$ cat config.mk
export PLATFORM = sky130hd
export DESIGN_NAME = ex_stage
export DESIGN_NICKNAME = d
export VERILOG_FILES = /design/src/rtl/ex_stage.sv
export SDC_FILE = /design/constraint.sdc
export NUM_CORES = 1
export LEC_CHECK = 0
export ABC_CLOCK_PERIOD_IN_PS = 16100
export BUFFER_PORTS_ARGS = -buffer_cell sky130_fd_sc_hd__buf_2
export CAP_MARGIN = 10
export CORE_ASPECT_RATIO = 1.5
export CORE_UTILIZATION = 45
export DETAILED_ROUTE_END_ITERATION = 7
export GPL_TIMING_DRIVEN = 1
export PLACE_DENSITY = 0.66
export SETUP_SLACK_MARGIN = 0.02
export SLEW_MARGIN = 20
export SYNTH_ARGS = -nofsm -noshare
export SYNTH_HDL_FRONTEND = slang
export SYNTH_SLANG_ARGS = --single-unit
$ cat constraint.sdc
create_clock -name clk -period 16.1 [get_ports clk]
set_input_delay 1.61 -clock clk [delete_from_list [all_inputs] [get_ports clk]]
set_output_delay 1.61 -clock clk [all_outputs]
set_load 0.005 [all_outputs]
$ cat src/rtl/ex_stage.sv
// Execute stage: ID->EX register, one-hot ALU, data SRAM request,
// forwarding to ID and a 32-iteration restoring divider.
module ex_stage #(
  parameter int ID_TO_EX_WD  = 159,
  parameter int EX_TO_MEM_WD = 76,
  parameter int EX_TO_ID_WD  = 39,
  parameter int StallBus     = 6
) (
  input  logic                    clk,
  input  logic                    rst,
  input  logic [StallBus-1:0]     stall,
  output logic                    stallreq,
  input  logic [ID_TO_EX_WD-1:0]  id_to_ex_bus,
  output logic [EX_TO_MEM_WD-1:0] ex_to_mem_bus,
  output logic [EX_TO_ID_WD-1:0]  ex_to_id_bus,
  output logic [64:0]             ex_hilo_bus,
  output logic                    data_sram_en,
  output logic [3:0]              data_sram_wen,
  output logic [31:0]             data_sram_addr,
  output logic [31:0]             data_sram_wdata
);

  typedef enum logic [1:0] {
    IDLE = 2'd0,
    BUSY = 2'd1,
    DONE = 2'd2
  } div_state_e;

  logic [ID_TO_EX_WD-1:0] r_q, r_d;
  div_state_e             state_q, state_d;
  logic [31:0]            rem_q, rem_d;
  logic [31:0]            quot_q, quot_d;
  logic [31:0]            dvs_q, dvs_d;
  logic [5:0]             cnt_q, cnt_d;
  logic                   negq_q, negq_d;
  logic                   negr_q, negr_d;

  logic [31:0] pc, inst, rdata1, rdata2;
  logic [11:0] alu_op;
  logic [2:0]  sel_src1;
  logic [3:0]  sel_src2;
  logic        ram_en, rf_we, sel_rf_res;
  logic [3:0]  ram_wen;
  logic [4:0]  rf_waddr;

  assign pc         = r_q[158:127];
  assign inst       = r_q[126:95];
  assign alu_op     = r_q[94:83];
  assign sel_src1   = r_q[82:80];
  assign sel_src2   = r_q[79:76];
  assign ram_en     = r_q[75];
  assign ram_wen    = r_q[74:71];
  assign rf_we      = r_q[70];
  assign rf_waddr   = r_q[69:65];
  assign sel_rf_res = r_q[64];
  assign rdata1     = r_q[63:32];
  assign rdata2     = r_q[31:0];

  logic unused_ok;
  assign unused_ok = ^{stall[StallBus-1:4], stall[1:0], inst[25:16]};

  // Input register: bubble when ID stalls but EX moves, hold when both stall
  always_comb begin
    r_d = r_q;
    if (stall[2] && !stall[3]) begin
      r_d = '0;
    end else if (!stall[2]) begin
      r_d = id_to_ex_bus;
    end
  end

  logic [31:0] src1, src2, ex_result;

  // Operand selection from one-hot selects
  always_comb begin
    src1 = '0;
    src2 = '0;
    unique case (1'b1)
      sel_src1[0]: src1 = rdata1;
      sel_src1[1]: src1 = pc;
      sel_src1[2]: src1 = {27'b0, inst[10:6]};
      default:     src1 = '0;
    endcase
    unique case (1'b1)
      sel_src2[0]: src2 = rdata2;
      sel_src2[1]: src2 = {{16{inst[15]}}, inst[15:0]};
      sel_src2[2]: src2 = 32'd8;
      sel_src2[3]: src2 = {16'b0, inst[15:0]};
      default:     src2 = '0;
    endcase
  end

  // One-hot ALU, MSB is add down to lui at bit 0
  always_comb begin
    ex_result = '0;
    unique case (1'b1)
      alu_op[11]: ex_result = src1 + src2;
      alu_op[10]: ex_result = src1 - src2;
      alu_op[9]:  ex_result = {31'b0, $signed(src1) < $signed(src2)};
      alu_op[8]:  ex_result = {31'b0, src1 < src2};
      alu_op[7]:  ex_result = src1 & src2;
      alu_op[6]:  ex_result = ~(src1 | src2);
      alu_op[5]:  ex_result = src1 | src2;
      alu_op[4]:  ex_result = src1 ^ src2;
      alu_op[3]:  ex_result = src2 << src1[4:0];
      alu_op[2]:  ex_result = src2 >> src1[4:0];
      alu_op[1]:  ex_result = $signed(src2) >>> src1[4:0];
      alu_op[0]:  ex_result = {src2[15:0], 16'b0};
      default:    ex_result = '0;
    endcase
  end

  assign data_sram_en    = ram_en;
  assign data_sram_wen   = ram_wen;
  assign data_sram_addr  = ex_result;
  assign data_sram_wdata = rdata2;

  assign ex_to_mem_bus = {pc, ram_en, ram_wen, sel_rf_res,
                          rf_we, rf_waddr, ex_result};
  assign ex_to_id_bus  = {sel_rf_res, rf_we, rf_waddr, ex_result};

  logic is_div, is_divs;
  assign is_divs = (inst[31:26] == 6'b0) && (inst[5:0] == 6'b011010);
  assign is_div  = (inst[31:26] == 6'b0) &&
                   ((inst[5:0] == 6'b011010) || (inst[5:0] == 6'b011011));

  logic        sa, sb;
  logic [32:0] trial, diff;
  logic [31:0] lo_res, hi_res;

  assign sa    = is_divs & rdata1[31];
  assign sb    = is_divs & rdata2[31];
  assign trial = {rem_q, quot_q[31]};
  assign diff  = trial - {1'b0, dvs_q};

  // Divider FSM: next state, iteration datapath and outputs
  always_comb begin
    state_d  = state_q;
    rem_d    = rem_q;
    quot_d   = quot_q;
    dvs_d    = dvs_q;
    cnt_d    = cnt_q;
    negq_d   = negq_q;
    negr_d   = negr_q;
    stallreq = 1'b0;
    unique case (state_q)
      IDLE: begin
        if (is_div) begin
          stallreq = 1'b1;
          quot_d   = sa ? -rdata1 : rdata1;
          dvs_d    = sb ? -rdata2 : rdata2;
          rem_d    = '0;
          cnt_d    = '0;
          negq_d   = sa ^ sb;
          negr_d   = sa;
          state_d  = BUSY;
        end
      end
      BUSY: begin
        stallreq = 1'b1;
        if (trial >= {1'b0, dvs_q}) begin
          rem_d  = diff[31:0];
          quot_d = {quot_q[30:0], 1'b1};
        end else begin
          rem_d  = trial[31:0];
          quot_d = {quot_q[30:0], 1'b0};
        end
        cnt_d = cnt_q + 6'd1;
        if (cnt_q == 6'd31) state_d = DONE;
      end
      DONE: begin
        if (!stall[2]) state_d = IDLE;
      end
      default: state_d = IDLE;
    endcase
  end

  assign lo_res = negq_q ? -quot_q : quot_q;
  assign hi_res = negr_q ? -rem_q : rem_q;
  assign ex_hilo_bus = (state_q == DONE) ? {1'b1, hi_res, lo_res} : '0;

  // State registers with asynchronous reset
  always_ff @(posedge clk or posedge rst) begin
    if (rst) begin
      r_q     <= '0;
      state_q <= IDLE;
      rem_q   <= '0;
      quot_q  <= '0;
      dvs_q   <= '0;
      cnt_q   <= '0;
      negq_q  <= 1'b0;
      negr_q  <= 1'b0;
    end else begin
      r_q     <= r_d;
      state_q <= state_d;
      rem_q   <= rem_d;
      quot_q  <= quot_d;
      dvs_q   <= dvs_d;
      cnt_q   <= cnt_d;
      negq_q  <= negq_d;
      negr_q  <= negr_d;
    end
  end

endmodule

After elaboration in Yosys (flattened, before gate mapping)
Cells that the tools add are included.
Operators by class
  $add $sub $neg: 8
  magnitude comparators: 3
  eq/ne operators: 9
  shift operators: 3
  multiplexer cells: 24
  bitwise gates (word level): 7
  reductions and logical operators: 11
Operator list (count)
  case mux 32 bit (12 select lines): 1
  two-way mux 159 bit: 2
  two-way mux 32 bit: 7
  negator 32 bit: 4
  case mux 32 bit (2 select lines): 2
  case mux 32 bit (4 select lines): 1
  case mux 32 bit (3 select lines): 1
  two-way mux 65 bit: 1
  less-than comparator 32 bit: 2
  subtractor 32 bit: 2
  >= comparator 33 x 32 -> 1 bit: 1
  adder 32 bit: 1
  bitwise AND 32 bit: 1
  inverter 32 bit: 1
  bitwise OR 32 bit: 1
  << shifter 32 x 5 -> 32 bit: 1
  right shift 32 x 5 -> 32 bit: 1
  >>> shifter 32 x 5 -> 32 bit: 1
  bitwise XOR 32 bit: 1
  equality test 6 x 5 -> 1 bit, second input constant: 3
  case mux 6 bit (2 select lines): 1
  adder 6 x 1 -> 6 bit, second input constant: 1
  logical NOT 6 bit: 1
  two-way mux 2 bit: 3
  17 further kinds: 24
Word-level totals
  flip-flop bits (word level): 265
  bits of input ports: 167
  output and inout port bits: 250
  word-level logic and storage cells: 73

Logic depth before layout (Yosys ltp)
  depth after elaboration: 6
  mapped depth: 19
  gate-level depth less buffers: 15

Worst setup path after synthesis
Ideal clock, no wire load.
  kind: reg-to-output
  start: register r_q[82]
  end: output ex_to_id_bus[25]
  arrival time: 4.837 ns
  data required time: 14.490 ns
  setup slack: 9.653 ns
  cell stages (with the launch flop): 18
  cell sequence: dfrtp_1 > a222oi_1 > buf_2 > clkbuf_1 > buf_1 > buf_2 > buf_1 > ha_1 > clkbuf_1 > a21o_1 > o2111ai_1 > a311o_1 > a21oi_1 > o31a_1 > o41ai_1 > mux2_2 > a221o_1 > buf_4
Between the ends
  cells in the longest elaborated chain, start to end: 4
Ends and longest elaborated chain
  start: declaration: RTL line 29  | logic [ID_TO_EX_WD-1:0] r_q, r_d;
  start signal: assignment: RTL line 194  | r_q <= r_d;
  case mux 32 bit (3 select lines) *: RTL line 78  | unique case (1'b1)
  parallel branches: the longest is 2 deep, another holds subtractor 32 bit
  case mux 32 bit (12 select lines) *: RTL line 96  | unique case (1'b1)
  end: declaration: RTL line 15  | output logic [EX_TO_ID_WD-1:0] ex_to_id_bus,
Mark *: on every way between the ends.

Worst setup path after layout
  start: register r_q[77]
  end: output ex_to_id_bus[30]
Between the ends
  cells in the longest elaborated chain, start to end: 4
Ends and longest elaborated chain
  case mux 32 bit (4 select lines) *: RTL line 84  | unique case (1'b1)
  parallel branches: the longest is 2 deep, another holds subtractor 32 bit
  case mux 32 bit (12 select lines) *: RTL line 96
Marked as above.

==> summary.md <==
| Metric | Value |
|---|---|
| Mux cell area share after synthesis | `under 10%` |
| DRC | `0` |
| Post-synth cell types | `between 80 and 90` |
| Synth Area in Simple Gates | `16.4%` |
| Post-synthesis xor/xnor area fraction | `between 6 and 7%` |
| Min Hold Slack | `roughly 0.48 ns` |
| Synth async-reset ratio | `100%` |
| Setup TNS | `0 ns` |
| Initial antenna violation count | `3` |
| Slew Limit Fails | `0` |
| Clk buf depth | `3` |
| Vias | `25300` |
| CTS root buffer | `clkbuf_16` |
| Post-Syn Instances | `approximately 3400` |
| # Post-CTS Setup Buffers | `0` |
| CTS H-tree depth | `1` |
| First-pass GRT wire length | `146000 um` |
| Crit Path Max Fanout | `14` |
| Mapped Nets | `around 3700` |
| Final WL | `97300 um` |
| VDD IR-drop max | `roughly 74 uV` |
| Yosys reg bits | `255` |
| Final worst-path cycle share | `between 40% and 50%` |
| Top Ports | `about 420` |
| Core ar. | `roughly 0.056 mm^2` |
| Number of synthesized flops with an enable pin | `0` |
| Normalized max-slew margin | `between 20 and 30%` |
| CP Capture Type | `output pin` |
| Dpl hpwl | `73300 um` |
| Clock latency on the worst-skew pair | `0.57 ns` |
| Share of layout cells above drive strength 1 | `between 10% and 20%` |
| Leak Pwr | `12.9 nW` |
| # clock sinks | `between 200 and 300` |
| Initial DRC count | `~2100` |
| Synthesized cell area | `roughly 0.026 mm^2` |
| Synth Area in Compound Gates | `a little over a quarter` |
| Clock transition at the registers of the reported paths | `about 0.070 ns` |
| Die X | `between 150 and 200 um` |
| RSZ-0062 raised after global routing | `false` |
| PortBufs | `approximately 400` |
| Largest net degree at the start of global routing | `171` |
| CTS tree | `done` |
| Worst setup SP type | `flip-flop` |
| Actual slew at the worst max-slew pin | `1.11 ns` |
| Vias/cell | `about 6` |
| Area grow syn2layout | `8.31%` |
| Setup violators final | `0` |
| Required @ worst endpoint | `14.49 ns` |
| Endpoints failing hold | `0` |
| Post-DP Area | `0.0268 mm^2` |
| Initial core utilization | `a little under half` |
| TritonRoute pass-1 iters | `6` |
| DIE AREA | `just under 0.06 mm^2` |
| Clock Skews | `about 0.019 ns` |
| Largest family of logic cells by synthesized area | `compound AO/OA/AOI/OAI gates` |
| Max Freq | `approximately 130 MHz` |
| Cell area power density | `roughly 110 mW/mm^2` |
| Chip height | `between 200 and 300 um` |
| Post-route cell area | `between 0.02 and 0.03 mm^2` |
| Outcome | `completed` |
| Hold WC Path Type | `reg -> reg` |
| Vias in the first global route | `around 23000` |
| CP arrival | `a little over 6 ns` |
| Total gr overflow | `0` |
| GP Congestion | `between 1 and 1.5` |
| Total GRT Usage | `about a third` |
| Row cnt | `around 110` |
| Sequential area share after synthesis | `25.0%` |
| Syn. warnings | `0` |
| Routed wire per std cell | `22.9 um` |
| Post-CTS sizing | `0` |
| Number of routed nets with antenna violations | `0` |
| Post-synthesis adder-cell area fraction | `7.15%` |
| Max-Cap Viols | `0` |
| Minimum clock period | `7.75 ns` |
| Setup CP Type | `reg -> out` |
| CTS Buf Count | `27` |
| Main synth FF type | `dfrtp_1` |
| Syn Area/Cell | `around 7.5 um^2` |
| Cts hold-fix bufs | `0` |
| # nets final | `roughly 3800` |
[cells in the mapped netlist (39+ instances only)]
library cell  number  area (um^2)
ha_1             141         1760
o211ai_1          64          480
nand2_1          284         1070
a21oi_1          149          746
o21ai_0          399         2000
mux2i_1          112         1120
buf_4            151         1130
xor2_1           112          981
nand3_1          205         1030
o31ai_1           39          293
xnor2_1           79          692
a22oi_1           98          736
clkbuf_1         210          788
nor2_1           205          769
inv_1            302         1130
dfrtp_1          255         6380
[state kept, by name, summed over array words and instances, names as in the netlist]
signal,count
cnt_q,6
dvs_q,32
negq_q,1
negr_q,1
quot_q,32
r_q,149
rem_q,32
state_q,2
[layout make-up]
type / instances / area, um^2
repair buffers: 447 / 2360
diodes: 1 / 2.50
inverters: 307 / 1160
clock buffers: 34 / 732
flip-flops and latches: 255 / 6380
fillers: 5697 / 28200
multi-input cells: 2425 / 15900
clock inverters: 15 / 126
well taps: 756 / 946
[cells by family (layout without fill, tap and decap cells)]
kind of cell | after synthesis | count (layout)
compound gates | 1061 | 1061
xor+xnor | 191 | 191
fa+ha+maj | 144 | 144
buf+inv | 710 | 803
flops | 255 | 255
mux | 135 | 135
other cells | 0 | 1
simple gates | 894 | 894
[critical path, stage by stage (launching register included)]
cell and delay [ns]:
dfrtp_1 0.54, or2_2 0.52, a22oi_1 0.87, inv_1 0.50, ha_1 0.38, o31ai_1 0.43
a21oi_1 0.31, a31oi_1 0.53, o21bai_1 0.28, a311oi_1 0.40, xnor2_1 0.14, a221o_1 0.47
buf_2 0.17
[cell usage in the layout (no fill, tap or decap), types with 11 or more instances in the layout]
cell	synthesis	routed
xnor2_1	79	79
nor4_1	12	12
buf_2	11	400
o21bai_1	20	20
nand4_1	22	22
a22oi_1	98	98
o21ai_0	399	399
mux2_2	23	23
nand2_1	284	283
a31oi_1	19	19
o31ai_1	39	38
nor2_1	205	204
buf_4	151	45
and3_1	16	16
ha_1	141	141
a221oi_1	18	18
and2_1	12	12
a32oi_1	12	12
a211o_1	12	12
nand3_1	205	205
nor3_1	35	35
or4_1	20	20
a21o_1	37	37
a22o_1	26	26
clkbuf_16	0	27
inv_1	302	301
o21a_1	15	15
o22ai_1	14	14
o41ai_1	14	14
dfrtp_1	255	255
a21oi_1	149	149
o2111ai_1	11	11
o211ai_1	64	64
or3_1	20	19
a211oi_1	22	22
xor2_1	112	112
nand2b_1	19	18
mux2i_1	112	112
[metrics by stage]
step           total power, mW  setup WS, ns  util [%]  cells
2_1_floorplan             2.10          7.48         -   3390
3_3_place_gp              2.52          9.07      48.0   4190
3_5_place_dp              2.53          9.14      48.0   4190
4_1_cts                   3.16          8.52      49.5   4239
5_1_grt                   3.38          8.29      49.5   4240
6_report                  3.17          8.35      49.5   4240
[report_power, final]
part	internal [mW]	switching, mW	leakage [nW]	total, mW
Sequential	0.722	0.156	3.31	0.878
Clock	0.341	0.284	0.419	0.625
Combinational	0.666	1.01	9.19	1.67
Total	1.73	1.45	12.9	3.17
[layer usage]
metal | GRT usage [%] | routed length, um | vias to the layer above
met1 | 40.2 | 38500 | 12100
li1 | - | - | 12000
met5 | 0 | 0 | -
met4 | 20.9 | 6830 | 0
met2 | 54.8 | 45900 | 1006
met3 | 3.89 | 6100 | 223
[final timing paths]
kind | startpoint | cells past startpoint | slack (ns) | end
worst max-delay path | r_q[77]$_DFFE_PP0P_ | 12 | 8.35 | ex_to_id_bus[30]
worst min register to register | dvs_q[2]$_DFFE_PP0P_ | 2 | 0.48 | dvs_q[2]$_DFFE_PP0P_
worst max register to register | r_q[97]$_DFFE_PP0P_ | 8 | 12.09 | quot_q[30]$_DFFE_PP0P_
min in group asynchronous | rst | 2 | 1.22 | r_q[67]$_DFFE_PP0P_
max in group asynchronous | rst | 3 | 13.30 | rem_q[19]$_DFFE_PP0P_
worst min-delay path | dvs_q[2]$_DFFE_PP0P_ | 2 | 0.48 | dvs_q[2]$_DFFE_PP0P_
No activity file was read; power rests on OpenSTA's default activity.
